[src/rtl/uart_pkg.sv]
// Shared UART definitions: FSM states, data-length/parity encodings and helpers.
package uart_pkg;

    typedef enum logic [2:0] {
        ST_IDLE   = 3'd0,
        ST_START  = 3'd1,
        ST_DATA   = 3'd2,
        ST_PARITY = 3'd3,
        ST_STOP   = 3'd4
    } uart_state_e;

    localparam logic [1:0] DLEN_5 = 2'b00;
    localparam logic [1:0] DLEN_6 = 2'b01;
    localparam logic [1:0] DLEN_7 = 2'b10;
    localparam logic [1:0] DLEN_8 = 2'b11;

    localparam logic PAR_EVEN = 1'b0;
    localparam logic PAR_ODD  = 1'b1;

    function automatic logic [3:0] data_bits_count(input logic [1:0] cfg);
        case (cfg)
            DLEN_5:  data_bits_count = 4'd5;
            DLEN_6:  data_bits_count = 4'd6;
            DLEN_7:  data_bits_count = 4'd7;
            DLEN_8:  data_bits_count = 4'd8;
            default: data_bits_count = 4'd8;
        endcase
    endfunction

    function automatic logic [7:0] data_mask(input logic [1:0] cfg);
        case (cfg)
            DLEN_5:  data_mask = 8'h1F;
            DLEN_6:  data_mask = 8'h3F;
            DLEN_7:  data_mask = 8'h7F;
            DLEN_8:  data_mask = 8'hFF;
            default: data_mask = 8'hFF;
        endcase
    endfunction

    // Parity covers only the bits actually sent; bits above the length are ignored.
    function automatic logic calc_parity(input logic [7:0] data, input logic [1:0] cfg,
                                         input logic odd);
        logic p;
        p = ^(data & data_mask(cfg));
        case (odd)
            PAR_EVEN: calc_parity = p;
            PAR_ODD:  calc_parity = ~p;
            default:  calc_parity = p;
        endcase
    endfunction

endpackage

[src/rtl/uart_tick_cnt.sv]
// Oversample tick counter: counts enabled ticks modulo OVERSAMPLE, strobes on the last one.
module uart_tick_cnt #(
    parameter int OVERSAMPLE = 16,
    parameter int CNT_W      = $clog2(OVERSAMPLE)
) (
    input  logic clk,
    input  logic reset,
    input  logic i_clr,
    input  logic i_en,
    output logic o_wrap
);

    localparam logic [CNT_W-1:0] CNT_MAX = CNT_W'(OVERSAMPLE - 1);

    logic [CNT_W-1:0] cnt_q;
    logic [CNT_W-1:0] cnt_d;

    // Next count: clear wins over an enabled tick.
    always_comb begin
        cnt_d = cnt_q;
        if (i_clr) begin
            cnt_d = '0;
        end else if (i_en) begin
            if (cnt_q == CNT_MAX) begin
                cnt_d = '0;
            end else begin
                cnt_d = cnt_q + CNT_W'(1);
            end
        end else begin
            cnt_d = cnt_q;
        end
    end

    // Count register.
    always_ff @(posedge clk or negedge reset) begin
        if (!reset) begin
            cnt_q <= '0;
        end else begin
            cnt_q <= cnt_d;
        end
    end

    assign o_wrap = i_en && !i_clr && (cnt_q == CNT_MAX);

endmodule

[src/rtl/uart_tx_cfg.sv]
// Runtime-configurable UART transmitter (5-8 data bits, optional parity, 1/2 stop bits).
// Optional clear-to-send flow control is enabled by defining UART_TX_CTS_EN.
module uart_tx_cfg
    import uart_pkg::*;
#(
    parameter int OVERSAMPLE = 16,
    parameter int CNT_W      = $clog2(OVERSAMPLE)
) (
    input  logic       clk,
    input  logic       reset,
    input  logic       i_tick,
    input  logic       tx_valid,
    output logic       tx_ready,
    input  logic [7:0] tx_data,
    input  logic [1:0] cfg_data_bits,
    input  logic       cfg_parity_en,
    input  logic       cfg_parity_odd,
    input  logic       cfg_two_stop,
`ifdef UART_TX_CTS_EN
    input  logic       cts_n,
`endif
    output logic       o_txd,
    output logic       tx_busy,
    output logic       tx_done
);

    uart_state_e state_q, state_d;
    logic [7:0]  shift_q, shift_d;
    logic [2:0]  bit_cnt_q, bit_cnt_d;
    logic [2:0]  last_bit_q, last_bit_d;
    logic        stop_cnt_q, stop_cnt_d;
    logic        par_en_q, par_en_d;
    logic        two_stop_q, two_stop_d;
    logic        parity_q, parity_d;
    logic        txd_q, txd_d;
    logic        done_q, done_d;
    logic        busy_q, busy_d;
    logic        idle_q, idle_d;
    logic        accept_s;
    logic        bit_end_s;
    logic        tick_clr_s;

    assign tick_clr_s = (state_q == ST_IDLE);

    uart_tick_cnt #(
        .OVERSAMPLE (OVERSAMPLE),
        .CNT_W      (CNT_W)
    ) u_tick_cnt (
        .clk    (clk),
        .reset  (reset),
        .i_clr  (tick_clr_s),
        .i_en   (i_tick),
        .o_wrap (bit_end_s)
    );

`ifdef UART_TX_CTS_EN
    logic cts_meta_q;
    logic cts_sync_q;

    // Two-flop synchroniser for the asynchronous clear-to-send input.
    always_ff @(posedge clk or negedge reset) begin
        if (!reset) begin
            cts_meta_q <= 1'b0;
            cts_sync_q <= 1'b0;
        end else begin
            cts_meta_q <= cts_n;
            cts_sync_q <= cts_meta_q;
        end
    end

    assign tx_ready = idle_q && !cts_sync_q;
`else
    assign tx_ready = idle_q;
`endif

    assign accept_s = tx_valid && tx_ready;

    // Frame sequencing; o_txd is computed alongside the state so both change on one edge.
    always_comb begin
        state_d    = state_q;
        shift_d    = shift_q;
        bit_cnt_d  = bit_cnt_q;
        last_bit_d = last_bit_q;
        stop_cnt_d = stop_cnt_q;
        par_en_d   = par_en_q;
        two_stop_d = two_stop_q;
        parity_d   = parity_q;
        txd_d      = txd_q;
        done_d     = 1'b0;
        case (state_q)
            ST_IDLE: begin
                txd_d = 1'b1;
                if (accept_s) begin
                    shift_d    = tx_data;
                    last_bit_d = 3'(data_bits_count(cfg_data_bits) - 4'd1);
                    par_en_d   = cfg_parity_en;
                    two_stop_d = cfg_two_stop;
                    parity_d   = calc_parity(tx_data, cfg_data_bits, cfg_parity_odd);
                    bit_cnt_d  = 3'd0;
                    stop_cnt_d = 1'b0;
                    txd_d      = 1'b0;
                    state_d    = ST_START;
                end else begin
                    state_d = ST_IDLE;
                end
            end
            ST_START: begin
                if (bit_end_s) begin
                    txd_d   = shift_q[0];
                    state_d = ST_DATA;
                end else begin
                    state_d = ST_START;
                end
            end
            ST_DATA: begin
                if (bit_end_s) begin
                    if (bit_cnt_q == last_bit_q) begin
                        if (par_en_q) begin
                            txd_d   = parity_q;
                            state_d = ST_PARITY;
                        end else begin
                            txd_d   = 1'b1;
                            state_d = ST_STOP;
                        end
                    end else begin
                        bit_cnt_d = bit_cnt_q + 3'd1;
                        shift_d   = {1'b0, shift_q[7:1]};
                        txd_d     = shift_q[1];
                    end
                end else begin
                    state_d = ST_DATA;
                end
            end
            ST_PARITY: begin
                if (bit_end_s) begin
                    txd_d   = 1'b1;
                    state_d = ST_STOP;
                end else begin
                    state_d = ST_PARITY;
                end
            end
            ST_STOP: begin
                txd_d = 1'b1;
                if (bit_end_s) begin
                    if (two_stop_q && !stop_cnt_q) begin
                        stop_cnt_d = 1'b1;
                    end else begin
                        done_d  = 1'b1;
                        state_d = ST_IDLE;
                    end
                end else begin
                    state_d = ST_STOP;
                end
            end
            default: begin
                txd_d   = 1'b1;
                state_d = ST_IDLE;
            end
        endcase
        busy_d = (state_d != ST_IDLE);
        idle_d = (state_d == ST_IDLE);
    end

    // State, datapath and registered outputs.
    always_ff @(posedge clk or negedge reset) begin
        if (!reset) begin
            state_q    <= ST_IDLE;
            shift_q    <= 8'h00;
            bit_cnt_q  <= 3'd0;
            last_bit_q <= 3'd0;
            stop_cnt_q <= 1'b0;
            par_en_q   <= 1'b0;
            two_stop_q <= 1'b0;
            parity_q   <= 1'b0;
            txd_q      <= 1'b1;
            done_q     <= 1'b0;
            busy_q     <= 1'b0;
            idle_q     <= 1'b1;
        end else begin
            state_q    <= state_d;
            shift_q    <= shift_d;
            bit_cnt_q  <= bit_cnt_d;
            last_bit_q <= last_bit_d;
            stop_cnt_q <= stop_cnt_d;
            par_en_q   <= par_en_d;
            two_stop_q <= two_stop_d;
            parity_q   <= parity_d;
            txd_q      <= txd_d;
            done_q     <= done_d;
            busy_q     <= busy_d;
            idle_q     <= idle_d;
        end
    end

    assign o_txd   = txd_q;
    assign tx_busy = busy_q;
    assign tx_done = done_q;

endmodule

[config.mk]
export PLATFORM = sky130hd
export DESIGN_NAME = uart_tx_cfg
export DESIGN_NICKNAME = d
export VERILOG_FILES = /design/src/rtl/uart_pkg.sv /design/src/rtl/uart_tick_cnt.sv /design/src/rtl/uart_tx_cfg.sv
export SDC_FILE = /design/constraint.sdc
export NUM_CORES = 1
export LEC_CHECK = 0
export ABC_AREA = 1
export ABC_CLOCK_PERIOD_IN_PS = 1810
export CORE_UTILIZATION = 45
export DETAILED_ROUTE_END_ITERATION = 10
export PLACE_DENSITY = 0.64
export SYNTH_ARGS = -nofsm -noshare
export SYNTH_HDL_FRONTEND = slang
export SYNTH_SLANG_ARGS = --single-unit
[constraint.sdc]
create_clock -name clk -period 1.81 [get_ports clk]
set_input_delay 0.362 -clock clk [delete_from_list [all_inputs] [get_ports clk]]
set_output_delay 0.362 -clock clk [all_outputs]
set_load 0.02 [all_outputs]
==> reports/metrics.yaml, run 1 <==
logic_synthesis:
  syn_area_per_cell_um2: 7.682
  syn_nets: 248
  synth-main-ff-cell: "dfrtp_1"
  ys_seq_area_share_pct: 41.39
  synth-compound-area-share_pct: 12.73
  synth_cell_types: 34
  yosys.area_share.simple_pct: 30.87
  synth-async-reset-ratio_pct: 100.0
  muxShareOfSynthArea_pct: 0.5690
  synth_area_leaders: "dfrtp_1 38%, nand2_1 15%, inv_1 6.2%, o21ai_2 5.5%, nand2_2 3.9%"
  synth_adder_area_share_pct: 1.422
  synth_top_family_by_area: "simple AND/OR/NAND/NOR gates"
  yosys_warnings: 0
  synth_top_cell_area_share_pct: 38.41
  synth_top_area_cell: "dfrtp_1"
  postSynthCellCount: 229
  syn_area_um2: 1759
  synth_xor_area_share_pct: 3.485
  ys_seq_elements: 29
  synth-edff-count: 0
placement:
  pre_cts_slack_ns: 0.09617
  hpwl_um: 2388
  placed_cells_incl_taps: 297
  port_buffers: 20
  dpl_cell_area_um2: 2029
  routabilityCongestion: 0.7815
sta:
  post-route-min-period_ns: 1.757
  setup_violations: 0
  rsz0062_at_grt: "no"
  finalMaxSlewViolations: 0
  setup_tns_ns: 0
  hold_viol_final: 0
  fmax_mhz: 569.2
  whs_ns: 0.4672
  tightest_slew_ns: 0.3552
  post-route-period-util_pct: 97.06
  slew_headroom_pct: 76.32
  worst_clock_skew_ns: 0.004223
  fin_ws_ns: 0.05325
routing:
  wl_um: 3127
  final_antenna_net_count: 0
  via_count: 1394
  drt_iter0_drc: 79
  routedWlPerCell_um: 10.25
  drc: 0
  drtPass1Iterations: 4
  post_drt_via_cell_ratio: 4.570
worst_setup_path:
  timing.rr.end: "shift_q[3]"
  worstPathRequired_ns: 1.45
  slowest_stage: "clkdlybuf4s50_1"
  rr_worst_depth: 9
  worst-path-buf-inv: 1
  crit_fanout: 2
  worst-setup-path-type: "flip-flop to output pin"
  critPathLaunchType: "flip-flop"
  r2r_slack_ns: 0.27
  timing.rr.start: "u_tick_cnt.cnt_q[0]"
  crit_family: "buffers and inverters"
  cp_cell_sequence: "clkdlybuf4s50_1"
  cp.arrival_ns: 1.39
  cp-end-kind: "output pin"
  critical-path-max-stage-delay_ns: 0.59
final_layout:
  finalNonFillerCells: 305
  post-route-cell-area_um2: 2131
  drive_above_1_share_pct: 20.62
  regArea_um2: 728.2
  fillCellCount: 354
  syn2layout_area_growth_pct: 21.12
  multi_input_area_um2: 863.3
  nNetsFinal: 275
  fin_util_pct: 57.34
  antenna_cells: 0
floorplanning:
  design.die.area_um2: 4163
  fp.dieW_um: 64.53
  start_util_pct: 47.34
  coreArea_um2: 3716
  rows: 22
  die_h_um: 64.53
  io_pins: 21
flow_run:
  drv_cap: 0
power:
  p_leak_nw: 1.065
  cellPowerDensity_nw_per_um2: 1229
  power_mw: 2.618
  vdd_ir_drop_max_mv: 0.7292
grt:
  antenna_found_initial: 0
  grt_max_degree: 30
  grt_pass1_vias: 1226
  grt_pass1_wl_um: 5395
  grt_overflow: 0
  grt_usage_pct: 17.08
clocking:
  cts_sinks: 29
  cts_inserted_buffers: 5
  clkLatencyLatePin_ns: 0.27
  path_clk_slew_ns: 0.06
  root_buffer: "clkbuf_8"
  cts_buffer_depth: 2
  postCtsSetupBuffers: 0
  cts_tree: "done"
  h-tree-depth: 2
  cts_hold_buf: 0
  cts_resized: 0
run_status:
  status: "finished clean"
worst_hold_path:
  hp-class: "input port to asynchronous set/reset pin"
[sequential cells by signal, summed over array words and instances (netlist names)]
name,count
state_q,3
tx_ready,1
stop_cnt_q,1
bit_cnt_q,3
par_en_q,1
parity_q,1
last_bit_q,3
tx_busy,1
two_stop_q,1
shift_q,8
u_tick_cnt.cnt_q,4
tx_done,1
o_txd,1
[power breakdown]
group	switching, mW	internal (mW)
combinational	0.571	0.435
sequential	0.146	0.881
clock	0.242	0.343
total	0.958	1.66
[final cells by class]
type                            instances  share of cell area, %
Tap cell                               48                  2.819
Timing Repair Buffer                   25                  11.74
Clock inverter                          1                 0.2349
Sequential cell                        29                  34.18
Inverter                               34                  5.989
Clock buffer                            7                  4.521
Multi-Input combinational cell        161                  40.52
[per-layer routing]
layer | GRT usage [%] | share of wire, % | vias up
met5 | 0 | 0 | -
li1 | - | - | 764
met2 | 26.05 | 44 | 12
met4 | 6.667 | 1.3 | 0
met3 | 4.225 | 2.3 | 5
met1 | 23.12 | 52 | 613
[Yosys cell counts, types with 3 or more instances]
cell type,instances
dfrtp_1,27
nand2_2,11
nand3_1,10
xor2_1,4
inv_2,5
nor2_1,12
o21ai_2,11
a21oi_1,5
xnor2_1,3
nand2_1,72
o21ai_0,10
inv_1,29
[cell families (layout without fill, tap and decap cells)]
kind of cell,after synthesis,count (layout)
AND/OR/NAND/NOR,118,118
multiplexers,1,1
flip-flops,29,29
XOR/XNOR,7,7
AO/OA/AOI/OAI,33,33
buffers and inverters,39,67
adder cells (fa/ha/maj),2,2
[how the worst max path moves through the flow]
| stage | from | end | slack [ns] | depth (start not counted) |
|---|---|---|---|---|
| after global routing | o_txd | o_txd | 0.01 | 1 |
| after floorplan | u_tick_cnt.cnt_q[0] | bit_cnt_q[2] | 0.43 | 9 |
| after global placement | cfg_data_bits[1] | parity_q | 0.1 | 8 |
| after detailed placement | cfg_data_bits[1] | parity_q | 0.1 | 8 |
| after CTS | o_txd | o_txd | 0.04 | 1 |
| final | tx_ready | tx_ready | 0.05 | 1 |
[worst register-to-register path: stages (launching register included)]
cell     delay, ns
dfrtp_1       0.39
ha_1          0.19
inv_1         0.05
nor2_2        0.17
nand3_4       0.15
nand2_2       0.09
nand3_2       0.09
buf_12        0.17
nand2_1       0.08
o21ai_2       0.05
[layout by cell type, fill, tap and decap left out]
master	n
nand3_1	10
o21ai_1	1
clkinv_2	1
nand4_1	1
or2_2	2
ha_1	2
a21oi_1	5
xor2_1	4
o22ai_1	1
xnor2_1	3
o21ai_2	11
nand3_4	1
nor2_4	1
o211ai_1	1
inv_1	29
mux2i_1	1
dfrtp_1	27
o21bai_2	1
or2_1	2
buf_4	4
a21oi_2	1
nor2_1	12
o21ai_0	10
nand2_1	72
clkdlybuf4s50_1	20
nand2_4	1
nor2_2	2
nor3_1	1
inv_2	5
dfstp_2	2
buf_12	1
a22oi_1	1
clkbuf_8	7
nand3_2	2
a31oi_1	1
nand2_2	11
Note: power is estimated with default switching activity, not from simulation.
==> run 2: changes to the inputs <==
--- a/config.mk
+++ b/config.mk
@@ -9,6 +9,7 @@
 export ABC_CLOCK_PERIOD_IN_PS = 1810
 export CORE_UTILIZATION = 45
 export DETAILED_ROUTE_END_ITERATION = 10
+export GPL_ROUTABILITY_DRIVEN = 0
 export PLACE_DENSITY = 0.64
 export SYNTH_ARGS = -nofsm -noshare
 export SYNTH_HDL_FRONTEND = slang
==> results of run 2 <==
The final DEF is identical to that of run 1; final timing and power are the same.
